===== config.mk =====
export PLATFORM = sky130hd
export DESIGN_NAME = cond_flags_unit
export DESIGN_NICKNAME = d
export VERILOG_FILES = /design/src/rtl/alu_defs_pkg.sv /design/src/rtl/cond_flags_unit_cond_check.sv /design/src/rtl/cond_flags_unit.sv
export SDC_FILE = /design/constraint.sdc
export NUM_CORES = 1
export LEC_CHECK = 0
export CORE_AREA = 5 5 42 44
export DETAILED_ROUTE_END_ITERATION = 16
export DIE_AREA = 0 0 47 49
export GPL_TIMING_DRIVEN = 0
export PLACE_DENSITY_LB_ADDON = 0.2
export REMOVE_ABC_BUFFERS = 1
export SKIP_CTS_REPAIR_TIMING = 1
export SLEW_MARGIN = 15
export SYNTH_ARGS = -nofsm -noshare
export SYNTH_HDL_FRONTEND = slang
export SYNTH_SLANG_ARGS = --single-unit

===== constraint.sdc =====
create_clock -name clk_i -period 4.2 [get_ports clk_i]
set_clock_uncertainty 0.05 [all_clocks]
set_input_delay 0.63 -clock clk_i [delete_from_list [all_inputs] [get_ports clk_i]]
set_output_delay 0.63 -clock clk_i [all_outputs]
set_load 0.005 [all_outputs]

===== src/rtl/alu_defs_pkg.sv =====
// Shared ALU definitions: condition codes, flag bit positions
// and the flag register reset value.
package alu_defs;

    typedef enum logic [3:0] {
        EQ = 4'd0,
        NE = 4'd1,
        CS = 4'd2,
        CC = 4'd3,
        MI = 4'd4,
        PL = 4'd5,
        VS = 4'd6,
        VC = 4'd7,
        HI = 4'd8,
        LS = 4'd9,
        GE = 4'd10,
        LT = 4'd11,
        GT = 4'd12,
        LE = 4'd13,
        AL = 4'd14,
        NV = 4'd15
    } cond_e;

    localparam int FLAG_N = 3;
    localparam int FLAG_Z = 2;
    localparam int FLAG_C = 1;
    localparam int FLAG_V = 0;

    localparam logic [3:0] RESET_FLAGS = 4'b0000;

endpackage


===== src/rtl/cond_flags_unit_cond_check.sv =====
// Combinational 16-way condition decode against held flags.
// Encoding 15 behaves as always.
module cond_check
    import alu_defs::*;
(
    input  logic [3:0] cond_i,
    input  logic [3:0] flags_i,
    output logic       cond_ex_o
);

    logic n, z, c, v;

    always_comb begin
        n = flags_i[FLAG_N];
        z = flags_i[FLAG_Z];
        c = flags_i[FLAG_C];
        v = flags_i[FLAG_V];
        cond_ex_o = 1'b1;
        case (cond_e'(cond_i))
            EQ: cond_ex_o = z;
            NE: cond_ex_o = ~z;
            CS: cond_ex_o = c;
            CC: cond_ex_o = ~c;
            MI: cond_ex_o = n;
            PL: cond_ex_o = ~n;
            VS: cond_ex_o = v;
            VC: cond_ex_o = ~v;
            HI: cond_ex_o = c & ~z;
            LS: cond_ex_o = ~c | z;
            GE: cond_ex_o = (n == v);
            LT: cond_ex_o = (n != v);
            GT: cond_ex_o = ~z & (n == v);
            LE: cond_ex_o = z | (n != v);
            AL: cond_ex_o = 1'b1;
            default: cond_ex_o = 1'b1;
        endcase
    end

endmodule


===== src/rtl/cond_flags_unit.sv =====
// Flag register plus condition gating of PC, register and
// memory write requests, honouring stall and flush.
module cond_flags_unit
    import alu_defs::*;
(
    input  logic       clk_i,
    input  logic       rst_n_i,
    input  logic       valid_i,
    input  logic       stall_i,
    input  logic       flush_i,
    input  logic [3:0] cond_i,
    input  logic [3:0] alu_flags_i,
    input  logic [1:0] flag_w_i,
    input  logic       pcs_i,
    input  logic       reg_w_i,
    input  logic       mem_w_i,
    input  logic       no_write_i,
    output logic [3:0] flags_o,
    output logic       cond_ex_o,
    output logic       pc_src_o,
    output logic       reg_write_o,
    output logic       mem_write_o
);

    logic [3:0] flags_q;
    logic [3:0] flags_d;
    logic       cond_ex;
    logic       commit;

    cond_check u_cond_check (
        .cond_i    (cond_i),
        .flags_i   (flags_q),
        .cond_ex_o (cond_ex)
    );

    assign commit = valid_i & ~stall_i & ~flush_i & cond_ex;

    // Each write-enable group updates its pair of flags independently.
    always_comb begin
        flags_d = flags_q;
        if (commit) begin
            if (flag_w_i[1]) begin
                flags_d[FLAG_N] = alu_flags_i[FLAG_N];
                flags_d[FLAG_Z] = alu_flags_i[FLAG_Z];
            end
            if (flag_w_i[0]) begin
                flags_d[FLAG_C] = alu_flags_i[FLAG_C];
                flags_d[FLAG_V] = alu_flags_i[FLAG_V];
            end
        end
    end

    always_ff @(posedge clk_i or negedge rst_n_i) begin
        if (!rst_n_i) begin
            flags_q <= RESET_FLAGS;
        end else begin
            flags_q <= flags_d;
        end
    end

    assign flags_o     = flags_q;
    assign cond_ex_o   = cond_ex;
    assign pc_src_o    = commit & pcs_i;
    assign mem_write_o = commit & mem_w_i;
    assign reg_write_o = commit & reg_w_i & ~no_write_i;

endmodule


Yosys cells after proc, flatten, opt, wreduce, memory -nomap -nowiden
Cells that the tools add are included.
W data, S select, Z words.

word-level totals
  bits of input ports = 19
  word-level logic and storage cells = 39
  register bits = 4

operators by class
  reduce and logical (&&, ||, !) cells = 3
  equal/unequal tests = 15
  mux-type cells = 1
  bitwise gates (word level) = 18

operators by type and width
  kind                  number
  $eq A4 B4 Y1 const B  6
  $eq A4 B3 Y1 const B  4
  $pmux W1 S14          1
  $and A1 B1 Y1         9
  $eq A4 B2 Y1 const B  2
  $not A1 Y1            7
  $eq A4 B1 Y1 const B  1
  $logic_not A4 Y1      1
  $reduce_and A2 Y1     2
  $or A1 B1 Y1          2
  $eq A1 B1 Y1          1
  $ne A1 B1 Y1          1

Depth between registers and ports, before layout
  word-level depth = 6
  mapped depth = 6
  gate-level depth less buffers = 5

Cells and area by module
Synthesis repeated with hierarchy kept, for this count alone.

second synthesis, totals
  cells, all modules = 37
  area, all modules = 355.3 µm²

by module, submodules not included
  module           area each (µm²)  cells each  instances
  cond_flags_unit  190.2            14          1
  cond_check       165.2            23          1

Worst setup path after synthesis
OpenSTA, ideal clock, no wires.

  kind = in2out
  start = input cond_i[0]
  end = output reg_write_o
  stages on the path = 5
  path buffers = 1
  setup slack = 1536 ps
  data required time = 3520 ps
  arrival time = 1984 ps
  path through = clkbuf_1 -> or4b_1 -> a311oi_2 -> or2_1 -> and4b_1

on the way
  longest elaborated chain between the ends = 5
  elaborated cells on any way between the ends = 18

RTL lines
  item                                  RTL line                          text
  start: declaration                    cond_flags_unit.sv:11             input logic [3:0] cond_i,
  $eq A4 B4 Y1 (tied with other cells)  cond_flags_unit_cond_check.sv:19  case (cond_e'(cond_i))
  $pmux W1 S14 (*)                      cond_flags_unit_cond_check.sv:19
  net cond_ex_o                         cond_flags_unit.sv:19             output logic cond_ex_o,
  $and A1 B1 Y1 (*)                     cond_flags_unit.sv:36             assign commit = valid_i & ~stall_i & ~flush_i & cond_ex;
  $and A1 B1 Y1 (*) (2 in a row)        cond_flags_unit.sv:65             assign reg_write_o = commit & reg_w_i & ~no_write_i;
  end: declaration                      cond_flags_unit.sv:21             output logic reg_write_o,

Mark *: on every way through the listed nets, which the timed path passes. The rest lies on a longest branch.

Final worst setup path
  start = input cond_i[3]
  end = output reg_write_o

on the way
  longest elaborated chain between the ends = 5
  elaborated cells on any way between the ends = 18

RTL lines
  item                                  RTL line
  $eq A4 B4 Y1 (tied with other cells)  cond_flags_unit_cond_check.sv:19
  $pmux W1 S14 (*)                      cond_flags_unit_cond_check.sv:19
  $and A1 B1 Y1 (*)                     cond_flags_unit.sv:36
  $and A1 B1 Y1 (*) (2 in a row)        cond_flags_unit.sv:65

Every way passes the cells marked *; elsewhere a longest branch is shown, timed or not.

==> impl_metrics.tcl <==
set metrics [dict create \
    num-nets-final 81 \
    rsz0062_at_grt "false" \
    yosysSeqAreaShare_pct 29.1 \
    setup_violations 0 \
    grtUsageMet3_pct 1.85 \
    power.static_leakage_nw 0.253 \
    drive_gt1_share_pct 10.0 \
    dp_hpwl_um 813 \
    use_met1_pct 11.1 \
    wirelength_um 955 \
    grt_pass1_vias 358 \
    drc_errors 0 \
    cp_top_family "buffers and inverters" \
    outcome "finished clean" \
    worstHoldPathType "flop to flop" \
    path_common_cell "clkdlybuf4s50_1" \
    timing.final.crit_period_ns 3.70 \
    drt_pre_antenna_iters 3 \
    utilization_pct 45.9 \
    wl_per_cell_um 12.6 \
    hold_viol 0 \
    fin_crit_sh_pct 88.0 \
    insertion_delay_ns 0.23 \
    path_class "input pin to output pin" \
    final.setup.tns_ns 0 \
    ant_nets 0 \
    dp.cells 73 \
    cts_tree "done" \
    diodes 0 \
    design.portCount 27 \
    worst_slew_pin_slew_ns 0.389 \
    area_delta_synth_final_pct 86.9 \
    drv_slew 0 \
    required_ns 3.52 \
    clkTransAtPathRegs_ns 0.04 \
    dieHeight_um 49 \
    port_buffers 26 \
    fp-row-count 14 \
    cp_slowest_cell "clkdlybuf4s50_1" \
    stdcell_count 76 \
    core_um2 1400 \
    final_common_cell "clkdlybuf4s50_1" \
    timing.fmax_mhz 270 \
    layout_common_cells "clkdlybuf4s50_1 (26), mux2_1 (4), dfrtp_1 (4), clkbuf_4 (3)" \
    ys_seq_elements 4 \
    critPathBufInv 2 \
    met2_usage_pct 13.6 \
    largest_reg_flops 4 \
    gr-usage-all-layers_pct 8.98 \
    num_vias 365 \
    clock_path_buffers 2 \
    pre_cts_ws_ns 0.478 \
    via_per_inst 4.80 \
    grt_overflow_total 0 \
    setup_ws_ns 0.502 \
    drtIter0Drc 3 \
    syn-mean-instance-area_um2 10.8 \
    crit_path_max_fanout 6 \
    synthCells 32 \
    fill_cells 146 \
    cp-end-kind "output pin" \
    hold_slack_ns 0.524 \
    die_w_um 47 \
    yosys_warnings 0 \
    yosysTopAreaCell "dfrtp_1" \
    start_kind "input pin" \
    grt_start_max_net_pins 9 \
    cp_cell_sequence "clkdlybuf4s50_1 > nand2_1 > or4b_1 > a311oi_2 > or2_1 > and4b_1 > clkdlybuf4s50_1" \
    cts_sinks 4 \
    netlist_area_um2 344 \
    synth.area.top_cells "dfrtp_1 (29%), mux2_1 (13%), mux4_1 (7.6%), xnor2_1 (5.1%), a311oi_2 (4.4%)" \
    place_congestion 0.630 \
    critPathMaxStageDelay_ns 0.57 \
    peakVddDrop_uv 177 \
    antenna_found_initial 0 \
    maxCapViolations 0 \
    htreeDepth 1 \
    top_usage_layer "met2" \
    synth_top_cell_area_share_pct 29.1 \
    relSlewSlack_pct 74.0 \
    synth_cell_type_count 22 \
    start_util_pct 24.6 \
    dieArea_um2 2300 \
    critical_path_arrival_ns 3.02 \
    grt_pass1_wl_um 1540 \
    numCtsBuffers 3 \
    cts_root_buffer "clkbuf_4" \
    powerDensity_nw_per_um2 398 \
]
-- cell type report --
| cell class | instances | area [um^2] | share of cell area [%] |
|---|---|---|---|
| Clock buffer | 3 | 22.5 | 3.50 |
| Inverter | 1 | 3.75 | 0.584 |
| Multi-Input combinational cell | 26 | 236 | 36.8 |
| Sequential cell | 4 | 100 | 15.6 |
| Tap cell | 16 | 20.0 | 3.11 |
| Timing Repair Buffer | 26 | 260 | 40.5 |
-- synth_stat cells --
cell and instances:
or4b_1 1, xnor2_1 2, and4b_1 1, a211oi_1 1, dfrtp_1 4, and3b_2 1, or2_1 1, mux4_1 1
a311oi_2 1, o32ai_1 1, mux2_1 4, nor3b_2 1, a2bb2oi_1 1, nor2b_1 1, inv_1 1, and3_1 2
a22oi_1 1, nand2_1 2, o211ai_1 2, nor3_1 1, clkbuf_1 1, nand3_1 1
-- kinds of logic (layout without fill, tap and decap cells) --
logic type	count (synthesis)	count (layout)	share of synthesized area, %
xor+xnor	2	2	5.09
buf+inv	2	30	2.18
mux	5	5	20.7
simple gates	12	12	24.7
flops	4	4	29.1
compound gates	7	7	18.2
-- through the flow --
step	instance area, um^2	power, mW
after floorplan	340	0.137
after global placement	621	0.214
after detailed placement	621	0.212
after CTS	643	0.262
after global routing	643	0.278
final	643	0.256
-- where the power goes --
part | total, mW | switching [mW] | internal, mW
Sequential | 0.0764 | 0.0210 | 0.0554
Combinational | 0.133 | 0.0431 | 0.0902
Clock | 0.0461 | 0.0142 | 0.0319
-- metal layers --
metal / vias to the layer above / part of all wire, %
met5: - / 0
met4: 0 / 0
met3: 0 / 14
met2: 18 / 46
met1: 162 / 39
li1: 185 / -
-- worst paths after layout --
check / start / cells past startpoint / to / slack, ns
worst max-delay path: cond_i[3] / 7 / reg_write_o / 0.50
worst min-delay path: flags_o[1]$_DFFE_PN0P_ / 1 / flags_o[1]$_DFFE_PN0P_ / 0.52
worst max register to register: flags_o[3]$_DFFE_PN0P_ / 5 / flags_o[0]$_DFFE_PN0P_ / 2.03
worst min register to register: flags_o[1]$_DFFE_PN0P_ / 1 / flags_o[1]$_DFFE_PN0P_ / 0.52
max in group asynchronous: rst_n_i / 1 / flags_o[2]$_DFFE_PN0P_ / 3.38
min in group asynchronous: rst_n_i / 1 / flags_o[0]$_DFFE_PN0P_ / 0.55
-- worst reg2reg max path, cell delays in order, from the launching register on --
cell      delay [ns]
dfrtp_1         0.41
xnor2_1         0.29
or4b_1          0.48
a311oi_2        0.32
o211ai_1        0.17
mux2_1          0.34
Power figures use the tool's default switching activity.
